===== config.mk =====
export PLATFORM = sky130hd
export DESIGN_NAME = uart_tx_arbiter
export DESIGN_NICKNAME = d
export VERILOG_FILES = /design/src/rtl/uart_arb_pkg.sv /design/src/rtl/uart_tx_arbiter_rr_pick.sv /design/src/rtl/uart_tx_arbiter.sv
export SDC_FILE = /design/constraint.sdc
export NUM_CORES = 1
export LEC_CHECK = 0
export ABC_AREA = 1
export ABC_CLOCK_PERIOD_IN_PS = 4700
export BUFFER_PORTS_ARGS = -buffer_cell sky130_fd_sc_hd__buf_2
export CORE_UTILIZATION = 45
export DETAILED_ROUTE_END_ITERATION = 10
export PLACE_DENSITY_LB_ADDON = 0.2
export SLEW_MARGIN = 20
export SYNTH_ARGS = -nofsm -noshare
export SYNTH_HDL_FRONTEND = slang
export SYNTH_HIERARCHICAL = 1
export SYNTH_SLANG_ARGS = --single-unit
export TNS_END_PERCENT = 100

===== constraint.sdc =====
create_clock -name i_clk -period 4.7 [get_ports i_clk]
set_clock_uncertainty 0.2 [all_clocks]
set_input_delay 0.47 -clock i_clk [delete_from_list [all_inputs] [get_ports i_clk]]
set_output_delay 0.47 -clock i_clk [all_outputs]
set_load 0.03 [all_outputs]

===== src/rtl/uart_arb_pkg.sv =====
// Shared constants, state encoding and index helper for the txuart request arbiter.
package uart_arb_pkg;

    localparam int NREQ_DEFAULT         = 4;
    localparam int BUSY_TIMEOUT_DEFAULT = 8;
    localparam int BYTE_W               = 8;
    localparam int IDX_W                = 3;

    typedef enum logic [1:0] {
        ST_IDLE      = 2'd0,
        ST_WAIT_BUSY = 2'd1,
        ST_WAIT_DONE = 2'd2
    } arb_state_t;

    // Successor of a requester index, wrapping at n.
    function automatic logic [IDX_W-1:0] next_index(input logic [IDX_W-1:0] idx, input int n);
        if (int'(idx) >= n - 1) begin
            return '0;
        end
        return idx + IDX_W'(1);
    endfunction

endpackage


===== src/rtl/uart_tx_arbiter_rr_pick.sv =====
// Combinational round-robin picker: first masked request at or after the start index.
module rr_pick
    import uart_arb_pkg::*;
#(
    parameter int NREQ = NREQ_DEFAULT
) (
    input  logic [NREQ-1:0]  req,
    input  logic [NREQ-1:0]  mask,
    input  logic [IDX_W-1:0] start,
    output logic             valid,
    output logic [IDX_W-1:0] index
);

    localparam int SW = IDX_W + 1;

    logic [NREQ-1:0]  masked;
    logic [NREQ-1:0]  cand;
    logic [IDX_W-1:0] slot_idx [NREQ];

    assign masked = req & mask;

    // Slot gi examines requester (start + gi) mod NREQ; slot 0 has highest priority.
    genvar gi;
    generate
        for (gi = 0; gi < NREQ; gi++) begin : g_slot
            logic [SW-1:0] sum;
            logic          hit;

            assign sum = {1'b0, start} + SW'(gi);
            assign slot_idx[gi] = (sum >= SW'(NREQ)) ? IDX_W'(sum - SW'(NREQ)) : sum[IDX_W-1:0];

            always_comb begin
                hit = 1'b0;
                for (int j = 0; j < NREQ; j++) begin
                    if (slot_idx[gi] == IDX_W'(j)) begin
                        hit = masked[j];
                    end
                end
            end

            assign cand[gi] = hit;
        end
    endgenerate

    always_comb begin
        valid = 1'b0;
        index = '0;
        for (int i = NREQ - 1; i >= 0; i--) begin
            if (cand[i]) begin
                valid = 1'b1;
                index = slot_idx[i];
            end
        end
    end

endmodule


===== src/rtl/uart_tx_arbiter.sv =====
// Round-robin arbiter sharing one txuart among NREQ byte requesters.
// Optional message lock (stay on one requester until its last byte) enabled by UART_ARB_LOCK_EN.
module uart_tx_arbiter
    import uart_arb_pkg::*;
#(
    parameter int NREQ         = NREQ_DEFAULT,
    parameter int BUSY_TIMEOUT = BUSY_TIMEOUT_DEFAULT
) (
    input  logic                   i_clk,
    input  logic                   i_reset,
    input  logic [NREQ-1:0]        i_req,
    input  logic [NREQ*BYTE_W-1:0] i_data,
    input  logic [NREQ-1:0]        i_last,
    output logic [NREQ-1:0]        o_ack,
    output logic                   o_tx_wr,
    output logic [BYTE_W-1:0]      o_tx_data,
    input  logic                   i_tx_busy,
    output logic [IDX_W-1:0]       o_grant_id,
    output logic                   o_active,
    output logic                   o_locked,
    output logic                   o_err
);

    localparam int CNT_W = (BUSY_TIMEOUT < 2) ? 1 : $clog2(BUSY_TIMEOUT);
    localparam logic [CNT_W-1:0] CNT_LAST = CNT_W'(BUSY_TIMEOUT - 1);

    arb_state_t        state_reg,  state_next;
    logic [NREQ-1:0]   ack_reg,    ack_next;
    logic              wr_reg,     wr_next;
    logic [BYTE_W-1:0] data_reg,   data_next;
    logic [IDX_W-1:0]  gid_reg,    gid_next;
    logic              active_reg, active_next;
    logic              locked_reg, locked_next;
    logic              err_reg,    err_next;
    logic [CNT_W-1:0]  cnt_reg,    cnt_next;

    logic [NREQ-1:0]   mask;
    logic [NREQ-1:0]   pick_onehot;
    logic [IDX_W-1:0]  start_idx;
    logic [IDX_W-1:0]  pick_idx;
    logic              pick_valid;
    logic [BYTE_W-1:0] pick_data;
    logic              pick_last;

    assign start_idx = next_index(gid_reg, NREQ);

    // While a message is locked only the owning requester may be picked.
    genvar gi;
    generate
        for (gi = 0; gi < NREQ; gi++) begin : g_req
            assign mask[gi]        = ~locked_reg | (gid_reg == IDX_W'(gi));
            assign pick_onehot[gi] = (pick_idx == IDX_W'(gi));
        end
    endgenerate

    rr_pick #(
        .NREQ (NREQ)
    ) u_pick (
        .req   (i_req),
        .mask  (mask),
        .start (start_idx),
        .valid (pick_valid),
        .index (pick_idx)
    );

    always_comb begin
        pick_data = '0;
        pick_last = 1'b0;
        for (int i = 0; i < NREQ; i++) begin
            if (pick_idx == IDX_W'(i)) begin
                pick_data = i_data[i*BYTE_W +: BYTE_W];
                pick_last = i_last[i];
            end
        end
    end

`ifndef UART_ARB_LOCK_EN
    logic unused_last;
    assign unused_last = pick_last;
`endif

    always_comb begin
        state_next  = state_reg;
        ack_next    = '0;
        wr_next     = 1'b0;
        data_next   = data_reg;
        gid_next    = gid_reg;
        locked_next = locked_reg;
        err_next    = 1'b0;
        cnt_next    = cnt_reg;

        case (state_reg)
            ST_IDLE: begin
                // An already-busy transmitter belongs to someone else; never grant over it.
                if (pick_valid && !i_tx_busy) begin
                    state_next = ST_WAIT_BUSY;
                    ack_next   = pick_onehot;
                    wr_next    = 1'b1;
                    data_next  = pick_data;
                    gid_next   = pick_idx;
                    cnt_next   = '0;
`ifdef UART_ARB_LOCK_EN
                    locked_next = ~pick_last;
`endif
                end
            end
            ST_WAIT_BUSY: begin
                if (i_tx_busy) begin
                    state_next = ST_WAIT_DONE;
                end else if (cnt_reg == CNT_LAST) begin
                    state_next = ST_IDLE;
                    err_next   = 1'b1;
                end else begin
                    cnt_next = cnt_reg + CNT_W'(1);
                end
            end
            ST_WAIT_DONE: begin
                if (!i_tx_busy) begin
                    state_next = ST_IDLE;
                end
            end
            default: begin
                state_next = ST_IDLE;
            end
        endcase

        active_next = (state_next != ST_IDLE);
    end

    always_ff @(posedge i_clk) begin
        if (i_reset) begin
            state_reg  <= ST_IDLE;
            ack_reg    <= '0;
            wr_reg     <= 1'b0;
            data_reg   <= '0;
            gid_reg    <= IDX_W'(NREQ - 1);
            active_reg <= 1'b0;
            locked_reg <= 1'b0;
            err_reg    <= 1'b0;
            cnt_reg    <= '0;
        end else begin
            state_reg  <= state_next;
            ack_reg    <= ack_next;
            wr_reg     <= wr_next;
            data_reg   <= data_next;
            gid_reg    <= gid_next;
            active_reg <= active_next;
            locked_reg <= locked_next;
            err_reg    <= err_next;
            cnt_reg    <= cnt_next;
        end
    end

    assign o_ack      = ack_reg;
    assign o_tx_wr    = wr_reg;
    assign o_tx_data  = data_reg;
    assign o_grant_id = gid_reg;
    assign o_active   = active_reg;
    assign o_locked   = locked_reg;
    assign o_err      = err_reg;

endmodule


* Word-level counts from Yosys, hierarchy flattened
Cells that the tools add are included.
Word-level totals: output and inout bits 19, input bits 43, bits in registers 23
Cells by class: reduce and logical (&&, ||, !) cells 15, add/sub/neg operators 9, bitwise gates (word level) 3, $lt $le $gt $ge 5, equal/unequal tests 21, mux-type cells 46
Operators by type and width (number):
- 2-to-1 mux 3 bit | 13
- 2-to-1 mux 8 bit | 4
- equality test 3 x 2 -> 1 bit, second input constant | 10
- 2-to-1 mux 1 bit | 23
- equality test 3 x 1 -> 1 bit, second input constant | 5
- zero test 3 bit | 5
- >= comparator 4 x 3 -> 1 bit, second input constant | 3
- subtractor 3 bit, second input constant | 4
- adder 3 x 2 -> 4 bit, second input constant | 2
- 2-to-1 mux 2 bit | 4
- adder 3 x 1 -> 3 bit, second input constant | 2
- != test 2 bit, second input constant | 3
- one-hot mux 2 bit (3 select lines) | 1
- one-hot mux 3 bit (2 select lines) | 1
- OR reduction 3 bit | 2
- adder 3 x 1 -> 4 bit, second input constant | 1
- AND reduction 4 bit | 1
- nonzero test 2 bit | 2
- equality test 3 bit, second input constant | 1
- >= comparator 3 x 2 -> 1 bit, second input constant | 1
- >= comparator 3 bit, second input constant | 1
- NOT 1 bit | 3
- equality test 2 x 1 -> 1 bit, second input constant | 1
- equality test 2 bit, second input constant | 1
- 5 further kinds | 5

* Longest topological paths before layout
depth after elaboration 20, gate-level depth with buffers 24, gate-level depth less buffers 22

* Hierarchy
Netlist, hierarchy kept.
By module, submodules not included:
- uart_tx_arbiter | area an instance 1252.5 µm², instances 1, cells an instance 179
- rr_pick | area an instance 508.0 µm², instances 1, cells an instance 91

* Least setup slack after synthesis
OpenSTA, ideal clock, no wires.
path type register -> register, from register gid_reg[0] (netlist: o_grant_id[0]), to register data_reg[3] (netlist: o_tx_data[3]), period minus slack after synthesis 3.940 ns, buffers on the path 1, setup time 0.132 ns, arrival time 3.608 ns, setup slack 0.760 ns, required time 4.368 ns, stages on the path, launching flop included 19, cell sequence dfxtp_1 -> ha_1 -> ha_1 -> a211o_1 -> nor2_1 -> inv_1 -> ha_1 -> inv_1 -> nor2_1 -> o21ai_1 -> nand3_1 -> nand2_2 -> nor3b_1 -> inv_4 -> nand3_4 -> buf_8 -> nand2_1 -> o21ai_0 -> a21oi_1
On the way: cells in the longest elaborated chain, start to end 20
RTL lines:
- start, declared | RTL line uart_tx_arbiter.sv:31 | logic [IDX_W-1:0] gid_reg, gid_next;
- start signal, assigned | RTL line uart_tx_arbiter.sv:136 | gid_reg <= IDX_W'(NREQ - 1);
- start signal, assigned | RTL line uart_tx_arbiter.sv:146 | gid_reg <= gid_next;
- >= comparator 3 x 2 -> 1 bit | RTL line uart_arb_pkg.sv:17 | if (int'(idx) >= n - 1) begin
- 2-to-1 mux 1 bit | RTL line uart_arb_pkg.sv:17
- 2-to-1 mux 3 bit (*) | RTL line uart_arb_pkg.sv:20 | return idx + IDX_W'(1);
- named net start_idx[1] | RTL line uart_tx_arbiter.sv:39 | logic [IDX_W-1:0] start_idx;
- adder 3 x 2 -> 4 bit | RTL line uart_tx_arbiter_rr_pick.sv:29 | assign sum = {1'b0, start} + SW'(gi);
- >= comparator 4 x 3 -> 1 bit / subtractor 3 bit (equally long branches) | RTL line uart_tx_arbiter_rr_pick.sv:30 | assign slot_idx[gi] = (sum >= SW'(NREQ)) ? IDX_W'(sum - SW'(NREQ)) : sum[IDX_W-1:0];
- 2-to-1 mux 3 bit | RTL line uart_tx_arbiter_rr_pick.sv:30
- zero test 3 bit | RTL line uart_tx_arbiter_rr_pick.sv:35 | if (slot_idx[gi] == IDX_W'(j)) begin
- 2-to-1 mux 1 bit (4 in a row) | RTL line uart_tx_arbiter_rr_pick.sv:35
- 2-to-1 mux 3 bit (3 in a row) | RTL line uart_tx_arbiter_rr_pick.sv:49 | if (cand[i]) begin
- 2-to-1 mux 3 bit (*) | RTL line uart_tx_arbiter_rr_pick.sv:49
- named net pick_idx[2] | RTL line uart_tx_arbiter.sv:40 | logic [IDX_W-1:0] pick_idx;
- zero test 3 bit | RTL line uart_tx_arbiter.sv:70 | if (pick_idx == IDX_W'(i)) begin
- 2-to-1 mux 8 bit (3 in a row) | RTL line uart_tx_arbiter.sv:70
- 2-to-1 mux 8 bit (*) | RTL line uart_tx_arbiter.sv:70
- end signal, assigned | RTL line uart_tx_arbiter.sv:145 | data_reg <= data_next;
- end, declared | RTL line uart_tx_arbiter.sv:30 | logic [BYTE_W-1:0] data_reg, data_next;
The timed path passes the listed nets; every way through them passes the cells marked *. A chain may end at the register's enable or synchronous reset.

* Worst setup path after layout
from register gid_reg[0] (netlist: o_grant_id[0]), to register data_reg[4] (netlist: o_tx_data[4])
The elaborated chain is that of the path after synthesis.

==> impl_metrics.ini <==
[placement]
port_buffers = 56
gp_congestion = 0.825
place_ws_ns = 0.882
post-dp-hpwl_mm = 3.36
place_inst = 378

[detailed_routing]
drt-initial-drc-count = 67
final_antenna_net_count = 0
wirelength_mm = 4.18
via_per_inst = 4.96
drc = 0
drt_first_pass_iters = 4
wire_per_inst_um = 10.9
vias = 1894

[synthesis]
ys_ff_latch = 23
syn_area_um2 = 1760
synth_fa_ha_area_frac = 0.0924
synth_top_cell_area_share = 0.262
ys_warn_count = 6
muxShareOfSynthArea = 0
synth_area_leader_cell = dfxtp_1
yosysSeqAreaShare = 0.262
synth_top_family_by_area = simple AND/OR/NAND/NOR gates
synth_area_leaders = dfxtp_1 26%, nand2_1 12%, ha_1 9.2%, nor2_1 9.2%, nand3_1 7.7%
synth.distinct_cells = 35
synth-simple-area-share = 0.415
synth_cells = 270
syn-mean-instance-area_um2 = 6.52
synth_compound_area_frac = 0.119
synth_xor_area_frac = 0

[global_route]
gr-total-overflow = 0
grt_pass1_wl_mm = 7.25
antenna_found_initial = 0
track_usage = 0.218
grt_pass1_vias = 1686
grt_start_max_net_pins = 20

[clocking]
cts_buffer_depth = 2
cts-resized-gates = 0
cts_root_buf = clkbuf_8
clk_latency_ns = 0.27
cts_buffers = 3
cts_hold_buf = 0
tritoncts = done
cts.sinks = 23
htreeDepth = 1
cts_setup_buffers = 0
clk_pin_slew_ns = 0.08

[pwr]
powerDensity_nw_per_um2 = 431
power.leakage_nw = 1.14
vdd_drop_max_mv = 0.192

[worst_setup_path]
r2r_start = o_grant_id[0]$_SDFFE_PP1P_
crit_chain = ha_1 -> ha_1 -> a211o_1 -> nor2_1 -> inv_1 -> ha_1 -> inv_2 -> nand2_1 -> nor2_1 -> nand2_2 -> nand3_4 -> nand2_2 -> nand2_4 -> nand2_1 -> nand2_1 -> nor2_1 -> nor2_1 -> clkinv_1 -> nand3_1 -> nand2_1 -> o21ai_0 -> a21oi_1
cp-end-kind = flop
crit_path_top_delay_cell = clkinv_1
critPathKind = reg2reg
required_ns = 4.66
worstReg2RegEnd = o_tx_data[4]$_SDFFE_PP0P_
cp-start-kind = flop
crit_family = simple AND/OR/NAND/NOR gates
worstPathArrival_ns = 3.77
critPathMaxFanout = 19
reg2reg_slack_ns = 0.88
rr_worst_depth = 22
slowest_delay_ns = 0.43
cp_num_buf_inv = 3

[worst_hold_path]
min_from = i_tx_busy
hold_end = o_err$_SDFF_PP0_
worstHoldPathCells = 2
hp-class = in2reg

[job]
drv_cap = 0

[layout]
drive_above_1_share = 0.260
diodes = 0
syn2layout_area_growth_pct = 22.0
nNetsFinal = 391
final_cells = 382
largest_reg_flops = 8

[sta]
relSlewSlack = 0.668
min_period_ns = 3.82
hold_viol = 0
slew_violations = 0
setup_viol = 0
max_freq_mhz = 262
rsz0062_at_grt = no
tightestPinTransition_ns = 0.496
fin_setup_tns_ns = 0
final.setup.worst_slack_ns = 0.884
finalCritPeriodShare = 0.812

[floorplan]
fp-row-count = 22
core_area_um2 = 3720
die_w_um = 64.5
die_height_um = 64.5
start_util = 0.474
ios = 62
die-area_um2 = 4170

[outcome]
status = complete, no violations
-- Yosys cell counts --
master    instances
ha_1             13
clkbuf_8          1
buf_8             1
nor2_2            2
a211o_1           1
nand3_1          27
o21ai_0           6
buf_4             2
a21oi_2           1
inv_2             4
o21bai_1          2
buf_6             1
buf_2             3
and2_1            1
nor2_1           43
nand4_1           9
clkinv_2          1
nand2_1          58
a21oi_1          14
nand2_2           5
nor4_1            3
dfxtp_1          23
nand3_4           2
o211ai_1          2
o21ai_1           9
clkbuf_1          1
inv_1            23
nor2_4            1
nor3_1            3
inv_4             1
clkinv_1          1
nor3b_1           1
nand2_4           2
a21oi_4           1
conb_1            2
-- worst reg2reg max path, delay by kind of cell, from the launching register on --
kind	cells	cell delay [ns]
AND/OR/NAND/NOR	13	1.29
buffers and inverters	3	0.69
adder cells (fa/ha/maj)	3	0.65
AO/OA/AOI/OAI	3	0.54
flip-flops	1	0.35
-- metal layers --
layer / up-vias / track usage / share of wire
met5: - / 0 / 0
met4: 0 / 0.0611 / 0.013
met3: 6 / 0.0475 / 0.054
met2: 59 / 0.353 / 0.45
met1: 833 / 0.289 / 0.48
li1: 996 / - / -
-- layout by cell type (no fill, tap or decap) --
master and instances:
a211o_1 1, a21oi_1 14, a21oi_2 1, a21oi_4 1, and2_1 1, buf_2 56
buf_4 7, clkbuf_8 3, clkinv_1 1, clkinv_2 2, conb_1 8, dfxtp_1 23
ha_1 13, inv_1 23, inv_2 4, inv_4 1, nand2_1 58, nand2_2 5
nand2_4 2, nand3_1 27, nand3_4 2, nand4_1 9, nor2_1 43, nor2_2 2
nor2_4 1, nor3_1 3, nor3b_1 1, nor4_1 3, o211ai_1 2, o21ai_0 6
o21ai_1 9, o21bai_1 2
-- where the power goes --
part           internal, mW  switching, mW
combinational         0.188          0.359
sequential            0.235         0.0229
clock                0.0593         0.0631
total                 0.482          0.445
-- worst max path at each step --
stage                                          start                   endpoint  slack [ns]  cells past startpoint
after global placement    o_grant_id[0]$_SDFFE_PP1P_  o_tx_data[4]$_SDFFE_PP0P_        0.95                     22
after global routing      o_grant_id[0]$_SDFFE_PP1P_  o_tx_data[4]$_SDFFE_PP0P_        0.39                     22
after CTS                 o_grant_id[0]$_SDFFE_PP1P_  o_tx_data[4]$_SDFFE_PP0P_        0.87                     22
after floorplan           o_grant_id[0]$_SDFFE_PP1P_  o_tx_data[3]$_SDFFE_PP0P_        0.76                     18
final                     o_grant_id[0]$_SDFFE_PP1P_  o_tx_data[4]$_SDFFE_PP0P_        0.88                     22
after detailed placement  o_grant_id[0]$_SDFFE_PP1P_  o_tx_data[4]$_SDFFE_PP0P_        0.88                     22
-- per-stage QoR --
stage	cell area, µm²	power, mW	hold WS (ns)	utilization
after floorplan	1780	0.694	0.259	-
final	2150	0.927	0.210	0.578
after global routing	2150	1.01	0.224	0.578
after detailed placement	2100	0.809	0.252	0.566
after CTS	2150	0.932	0.208	0.578
after global placement	2100	0.800	0.251	0.566
-- final cells by class --
| class | instances | area, µm² |
|---|---|---|
| sequential | 23 | 460 |
| clock buffer | 3 | 41.3 |
| tap | 48 | 60.1 |
| multi-input combinational | 214 | 1130 |
| clock inverter | 1 | 5.00 |
| timing repair buffer | 63 | 333 |
| fill | 407 | 1570 |
| inverter | 30 | 116 |
-- cell families (layout without fill, tap and decap cells) --
family / count (synthesis) / after routing
compound gates: 36 / 36
fa+ha+maj: 13 / 13
buf+inv: 39 / 97
flops: 23 / 23
other cells: 2 / 8
simple gates: 157 / 157
No activity file was read; power rests on OpenSTA's default activity.
